===== config.mk =====
export PLATFORM = sky130hd
export DESIGN_NAME = nios_memory_arbiter
export DESIGN_NICKNAME = d
export VERILOG_FILES = /design/src/rtl/nios_memory_arbiter.sv
export SDC_FILE = /design/constraint.sdc
export NUM_CORES = 1
export LEC_CHECK = 0
export CORE_AREA = 2 2 96 98
export DETAILED_ROUTE_END_ITERATION = 6
export DIE_AREA = 0 0 98 100
export PLACE_DENSITY = 0.65
export SYNTH_ARGS = -nofsm -noshare
export SYNTH_HDL_FRONTEND = slang
export SYNTH_SLANG_ARGS = --single-unit

===== constraint.sdc =====
create_clock -name clk -period 1.65 [get_ports clk]
set_clock_uncertainty 0.05 [all_clocks]
set_input_delay 0.33 -clock clk [delete_from_list [all_inputs] [get_ports clk]]
set_output_delay 0.33 -clock clk [all_outputs]
set_load 0.03 [all_outputs]

===== src/rtl/nios_memory_arbiter.sv =====
// rtl/nios_memory_arbiter.sv - two-master Avalon-MM arbiter for the shared single-port 2048x32 RAM
// Define NIOS_MEM_ARB_PRIORITY_EN for fixed m0 priority with m1 anti-starvation; default is round-robin.

module nios_memory_arbiter #(
  parameter int ADDR_W       = 11,
  parameter int DATA_W       = 32,
  parameter int STARVE_LIMIT = 4
) (
  input  logic                clk,
  input  logic                reset,
  input  logic [ADDR_W-1:0]   m0_address,
  input  logic                m0_read,
  input  logic                m0_write,
  input  logic [DATA_W/8-1:0] m0_byteenable,
  input  logic [DATA_W-1:0]   m0_writedata,
  output logic                m0_waitrequest,
  output logic [DATA_W-1:0]   m0_readdata,
  output logic                m0_readdatavalid,
  input  logic [ADDR_W-1:0]   m1_address,
  input  logic                m1_read,
  input  logic                m1_write,
  input  logic [DATA_W/8-1:0] m1_byteenable,
  input  logic [DATA_W-1:0]   m1_writedata,
  output logic                m1_waitrequest,
  output logic [DATA_W-1:0]   m1_readdata,
  output logic                m1_readdatavalid,
  output logic [ADDR_W-1:0]   mem_address,
  output logic [DATA_W/8-1:0] mem_byteenable,
  output logic                mem_chipselect,
  output logic                mem_write,
  output logic [DATA_W-1:0]   mem_writedata,
  output logic                mem_clken,
  input  logic [DATA_W-1:0]   mem_readdata
);

  logic m0_req, m1_req;
  logic grant0, grant1;
  logic m1_first;
  logic rd_valid_q, rd_valid_d;
  logic rd_port_q, rd_port_d;

  assign m0_req = m0_read | m0_write;
  assign m1_req = m1_read | m1_write;

`ifdef NIOS_MEM_ARB_PRIORITY_EN
  localparam logic [3:0] STARVE_LIM = 4'(STARVE_LIMIT);
  logic [3:0] starve_cnt_q, starve_cnt_d;

  // m1 only overrides m0 once it has been denied STARVE_LIMIT cycles in a row.
  assign m1_first = (starve_cnt_q == STARVE_LIM);

  always_comb begin
    starve_cnt_d = starve_cnt_q + 4'd1;
    if (!m1_req || grant1) starve_cnt_d = '0;
  end

  always_ff @(posedge clk) begin
    if (reset) starve_cnt_q <= '0;
    else       starve_cnt_q <= starve_cnt_d;
  end
`else
  logic       last_grant_q, last_grant_d;
  logic [3:0] unused_starve_limit;

  assign unused_starve_limit = 4'(STARVE_LIMIT);
  assign m1_first            = ~last_grant_q;

  always_comb begin
    last_grant_d = last_grant_q;
    if (grant0) last_grant_d = 1'b0;
    if (grant1) last_grant_d = 1'b1;
  end

  always_ff @(posedge clk) begin
    if (reset) last_grant_q <= 1'b1;
    else       last_grant_q <= last_grant_d;
  end
`endif

  always_comb begin
    grant0 = 1'b0;
    grant1 = 1'b0;
    if (!reset) begin
      if (m0_req && m1_req) begin
        grant1 = m1_first;
        grant0 = ~m1_first;
      end else begin
        grant0 = m0_req;
        grant1 = m1_req;
      end
    end
  end

  always_comb begin
    mem_address    = m0_address;
    mem_byteenable = m0_byteenable;
    mem_writedata  = m0_writedata;
    mem_write      = grant0 & m0_write;
    if (grant1) begin
      mem_address    = m1_address;
      mem_byteenable = m1_byteenable;
      mem_writedata  = m1_writedata;
      mem_write      = m1_write;
    end
  end

  assign mem_chipselect = grant0 | grant1;
  assign mem_clken      = ~reset;
  assign m0_waitrequest = reset | (m0_req & ~grant0);
  assign m1_waitrequest = reset | (m1_req & ~grant1);

  // A read+write request is a write, so it never produces a response.
  assign rd_valid_d = (grant0 & m0_read & ~m0_write) | (grant1 & m1_read & ~m1_write);
  assign rd_port_d  = grant1;

  always_ff @(posedge clk) begin
    if (reset) begin
      rd_valid_q <= 1'b0;
      rd_port_q  <= 1'b0;
    end else begin
      rd_valid_q <= rd_valid_d;
      rd_port_q  <= rd_port_d;
    end
  end

  assign m0_readdatavalid = ~reset & rd_valid_q & ~rd_port_q;
  assign m1_readdatavalid = ~reset & rd_valid_q & rd_port_q;
  assign m0_readdata      = m0_readdatavalid ? mem_readdata : '0;
  assign m1_readdata      = m1_readdatavalid ? mem_readdata : '0;

endmodule

==> results.yml <==
drt:
  first_pass_iters: 4
  drt-vias-per-instance: 4.16
  post_drt_wl_per_cell_microns: 16.6
  vias: 2274
  route.detailed.drc: 0
  final_antenna_net_count: 0
  routed_wl_mm: 9.11
  first_iter_violations: 23
grt:
  grt_first_pass_wirelength_mm: 13.1
  grtUsageMet1: 0.179
  grt_busiest_layer: "met2"
  antenna_found_initial: 0
  track_usage: 0.169
  gr-total-overflow: 0
  grt_pass1_vias: 2501
  grt_max_degree: 16
  globalRouteMet3Util: 0.0508
  use_met2: 0.337
synth:
  syn_area_sq_um: 1280
  synth_fp_nets: 278
  ys_seq_elements: 3
  netlist_instances: 146
  ys_types: 21
  ys_warn_count: 0
  syn_area_per_cell_sq_um: 8.77
  ys_seq_area_frac: 0.0469
floorplan:
  start_util: 0.144
  die_w_microns: 98
  die_y_microns: 100
  core_area_sq_um: 8890
  ioPinCount: 250
  die-area_sq_um: 9800
  std_cell_rows: 35
sta:
  rsz0062_at_grt: "true"
  setup_violations: 86
  max_freq_mhz: 479
  timing.final.ws_setup_ns: -0.438
  worst_pin_slew_ns: 0.310
  finalCriticalPeriod_ns: 2.09
  final_hold_viol_count: 0
  period_share: 1.27
  relSlewSlack: 0.794
  slew_viol_final: 0
critical_path:
  crit_arrival_ns: 1.71
  reg2reg_depth: 5
  cp_max_fo: 5
  crit_required_ns: 1.27
  cp-end-kind: "output pin"
  startpoint_type: "flop"
  crit_type: "flop to output pin"
clocking:
  clk_latency_ns: 0.21
  clock_path_buffers: 2
  numCtsBuffers: 3
  cts_sinks: 3
  cts.htree.levels: 1
  cts_tree: "done"
  clk_pin_slew_ns: 0.03
  cts-root-buf: "clkbuf_8"
power:
  irDropWorstVdd_v: 0.000286
  internal-power_mw: 1.09
  power_frac_clock: 0.124
  power_mw: 1.73
  leakagePower_nw: 2.27
  power.density_nw_per_um2: 349
  pwr-share-comb: 0.829
  pwr-share-seq: 0.048
  swShare: 0.367
  p_switching_mw: 0.634
placement:
  dpl-instance-area_sq_um: 3850
  gp_congestion: 0.796
  buffer_ports.inserted: 249
  hpwlAfterDp_mm: 6.15
  pre_cts_slack_ns: -1.18
finish:
  antenna_cells: 0
  fill_cells: 767
  stdcell_area_sq_um: 4940
  drive_gt1_frac: 0.672
  finalNetCount: 569
  syn2layout_area_growth_pct: 286
outcome:
  status: "complete, but fails checks"
  violations: "setup timing"
min_path:
  min_path_type: "primary input to flop"
  holdPathStages: 3
run:
  drv_cap: 0
## metal layers
metal / part of all wire / wire (microns)
met1: 0.35 / 3160
met2: 0.55 / 5050
met3: 0.088 / 798
met4: 0.011 / 101
met5: 0 / 0
## critical path, cell delays in order, from the launching register on
cell and delay (ns):
dfxtp_2 0.31, o21a_1 0.13, nor3_4 0.20, buf_12 0.17
buf_16 0.12, buf_8 0.11, mux2_4 0.30, buf_6 0.14
## state kept, by name (all words and copies together), names as in the netlist
name	count
last_grant_q	1
rd_port_q	1
rd_valid_q	1
## cells in the final DEF, fill, tap and decap left out
cell type / instances
clkdlybuf4s50_1: 126
buf_6: 125
and2_4: 64
mux2_4: 44
buf_4: 18
buf_12: 10
buf_8: 6
and3_4: 5
mux2_2: 3
inv_1: 3
clkbuf_8: 3
buf_16: 3
a21oi_1: 2
o31ai_1: 2
o211ai_1: 2
buf_2: 2
clkdlybuf4s15_1: 2
dfxtp_4: 2
clkinvlp_4: 1
o21a_1: 1
nor2_2: 1
nor3_4: 1
nor3b_4: 1
nor2_1: 1
nand2b_4: 1
a21oi_2: 1
a311oi_2: 1
nor3_1: 1
o21ai_0: 1
clkbuf_1: 1
dfxtp_2: 1
dlygate4sd2_1: 1
## stage by stage
step / instances / util / TNS [ns] / hold slack (ns)
6_report: 547 / 0.556 / -20.78 / 0.355
4_1_cts: 546 / 0.550 / -22.54 / 0.353
3_5_place_dp: 511 / 0.433 / -86.67 / 0.580
5_1_grt: 547 / 0.556 / -25.00 / 0.367
2_1_floorplan: 146 / - / -4.27 / 0.349
3_3_place_gp: 511 / 0.433 / -84.53 / 0.591
## cell usage after synthesis
library cell,number,area share
o21a_1,1,0.0059
nor2_1,2,0.0059
buf_6,1,0.0088
and3_1,1,0.0049
o31ai_1,2,0.012
nor3b_1,1,0.0059
mux2_2,28,0.25
nand2b_1,1,0.0049
nor3_1,1,0.0039
dfxtp_1,3,0.047
o21ai_0,1,0.0039
nor3_4,1,0.013
and2_1,64,0.31
clkbuf_1,6,0.018
a311oi_1,1,0.0068
mux2_4,19,0.22
inv_1,4,0.012
a21oi_1,3,0.012
buf_4,2,0.012
o211ai_1,2,0.012
buf_12,2,0.031
## cell families after synthesis
| family | Yosys count | share of synthesized area |
|---|---|---|
| AOI/OAI and AO/OA | 10 | 0.0518 |
| buffers and inverters | 15 | 0.0811 |
| DFF | 3 | 0.0469 |
| muxes | 47 | 0.469 |
| and+or+nand+nor | 71 | 0.351 |
## power by group through the flow
stage | Sequential [mW] | Combinational, mW | Clock, mW
floorplan | 0.0833 | 0.546 | 0
CTS | 0.0817 | 1.42 | 0.218
global route | 0.0833 | 1.49 | 0.229
global placement | 0.0822 | 1.14 | 0
detailed placement | 0.0824 | 1.14 | 0
finish | 0.0822 | 1.43 | 0.214
## worst paths after layout
check	endpoint	slack, ns	start
setup / recovery	mem_address[6]	-0.44	last_grant_q
hold / removal	rd_valid_q	0.35	reset
setup reg to reg	rd_port_q	0.49	last_grant_q
hold reg to reg	last_grant_q	0.61	last_grant_q
## cell type report
| cell class | count | area [sq um] | area share |
|---|---|---|---|
| Inverter | 4 | 18.8 | 0.00380 |
| Sequential cell | 3 | 68.8 | 0.0139 |
| Tap cell | 111 | 139 | 0.0281 |
| Multi-Input combinational cell | 132 | 1450 | 0.294 |
| Timing Repair Buffer | 293 | 3220 | 0.651 |
| Clock buffer | 4 | 45.0 | 0.00912 |
## timing repair
item	CTS	global route
cloned	11	0
hold buffers	0	0
gates resized for setup	411	34
buffers inserted	21	5
pin swaps	39	24
endpoints found under the setup margin	118	113
Power figures use the tool's default switching activity.
==> variant: new RTL, same settings <==
Set the parameter `DATA_W` to 16 (it was 32).
--- a/src/rtl/nios_memory_arbiter.sv
+++ b/src/rtl/nios_memory_arbiter.sv
@@ -4,5 +4,5 @@
 module nios_memory_arbiter #(
   parameter int ADDR_W       = 11,
-  parameter int DATA_W       = 32,
+  parameter int DATA_W       = 16,
   parameter int STARVE_LIMIT = 4
 ) (
Ports: changed (9 resized); port bits go from 250 to 148. The function was not compared with the original's and may differ.
==> variant against the unedited design <==
The run still ends with negative setup slack left. Count of clock-buffer cells in the layout unchanged. Area after synthesis down 39%. Critical path depth unchanged. Total power down 30%. Worst setup slack better by 0.012 ns. Design area down 39%. Sequential cell count unchanged. Wire length down 43%. Critical path type unchanged. Highest routed layer unchanged.
==> variant: results (changes against the unedited design) <==
FIN_WS_NS=-0.426  # +0.0123 ns
GLOBAL_ROUTE.USAGE.MET2=0.196  # -0.141
PLACEMENT.IO_BUFFERS=147  # -41%
DP.CELLS=360  # -30%
DETAILROUTE.WIRELENGTH.MET3_UM=710  # -11%
FRACTION_OF_STANDARD_CELL_AREA_IN_MULTI_INPUT_LOGIC=0.294  # +0.000540
TIMING.HOLD.WORST_PATH_DEPTH=4  # +1
GP_CONGESTION=0.653  # -18%
R2R_CELLS=4  # -1
CLKCELLAREAFRAC=0.0148  # +0.00572
RUN_STATUS='finished with violations'
TIMING.CRITICAL_PATH.TO='mem_writedata[9]'
NUM_ANTENNA_CELLS=0  # unchanged
WORST-R2R-SETUP-SLACK_NS=0.57  # +0.08 ns
GR_UTIL_MET1=0.0885  # -0.0906
FINALSETUPTNS_NS=-10.97  # +9.80 ns
AREAGROWTHSYNTHTOFINISH_PCT=289
MET2_LENGTH_UM=2760  # -45%
MET1_LENGTH_UM=1620  # -49%
VIAS_PER_CELL=3.77  # -9.2%
DRIVE_ABOVE_1_SHARE=0.630  # -0.0424
POST_ROUTE_WORST_HOLD_SLACK_NS=0.449  # +0.0945 ns
DRT-INITIAL-DRC-COUNT=17  # -26%
MAX-VDD-IR-DROP_mV=0.207  # -28%
FAILED_CHECKS='negative setup slack'
SETUP_VIOLATION_TOTAL_IN_THE_FINAL_TIMING_REPORT=30  # -65%
SEQ_AREA_FRAC_SYNTH=0.0769  # +0.0300
PLACEMENT.CELL_AREA_UM2=2430  # -37%
CTS_ROOT_BUF='clkbuf_8'
MULTI_INPUT_AREA_UM2=893  # -38%
NETS=351  # -38%
NON_CLOCK_BUFFER_COUNT=179  # -39%
MULTI_INPUT_COMBINATIONAL=80  # -39%
MAX_SLEW_MARGIN=0.819  # +0.0252
SYN-MEAN-INSTANCE-AREA_UM2=8.58  # -2.1%
PLACEMENT_SETUP_SLACK_NS=-1.10  # +0.0856 ns
GRT.MET3_USAGE=0.0474  # -0.00348
ROUTE.FINAL.WIRE_LENGTH_UM=5170  # -43%
GRT_PASS1_VIAS=1574  # -37%
YS_TYPES=20  # -4.8%
NONCLKBUFAREAFRAC=0.616  # -0.0346
GRT_START_MAX_NET_PINS=13  # -3
DPL.HPWL_UM=3720  # -40%
WORST_PATH_DOMINANT_CELL_FAMILY='buffers and inverters'
SYNTH_TOP_CELLS_BY_COUNT='32 x and2_1, 28 x mux2_2, 4 x buf_6'
P_LEAK_nW=1.38  # -39%
SEQ_SHARE=0.0227  # +0.00875
GRT_PASS1_WL_UM=7600  # -42%
FILLERS=860  # +12%
VIAS=1438  # -37%
POSTSYNTHNETCOUNT=171  # -38%
GLOBALROUTETOTALUTIL=0.100  # -0.0690
SYNTH_TOP_CELLS_BY_AREA='mux2_2 40%, and2_1 26%, dfxtp_1 7.7%'
==> variant: cell count changes after synthesis, sizes merged <==
cell    change
and2       -32
mux2       -18
clkbuf      -6
buf         +1
==> variant: kinds of logic (layout without fill, tap and decap cells) <==
group / after synthesis / in the layout / share of synthesized area
flip-flops: 3 / 3 / 0.0769
buffers and inverters: 10 / 187 / 0.0897
multiplexers: 29 / 29 / 0.423
AO/OA/AOI/OAI: 10 / 10 / 0.0849
AND/OR/NAND/NOR: 39 / 41 / 0.325
==> variant: where the power goes <==
group	internal (mW)	total [mW]	switching, mW
combinational	0.531	0.901	0.370
clock	0.166	0.223	0.0571
sequential	0.0780	0.0818	0.00371
total	0.774	1.21	0.431
==> variant: what timing repair did <==
| item | CTS | global route |
|---|---|---|
| hold buffers | 0 | 0 |
| setup endpoints to repair | 68 | 47 |
| buffers inserted | 13 | 3 |
| pin swaps | 5 | 13 |
| gates resized for setup | 252 | 18 |
| gates cloned | 5 | 1 |
| endpoints found under the hold margin | 0 | 0 |
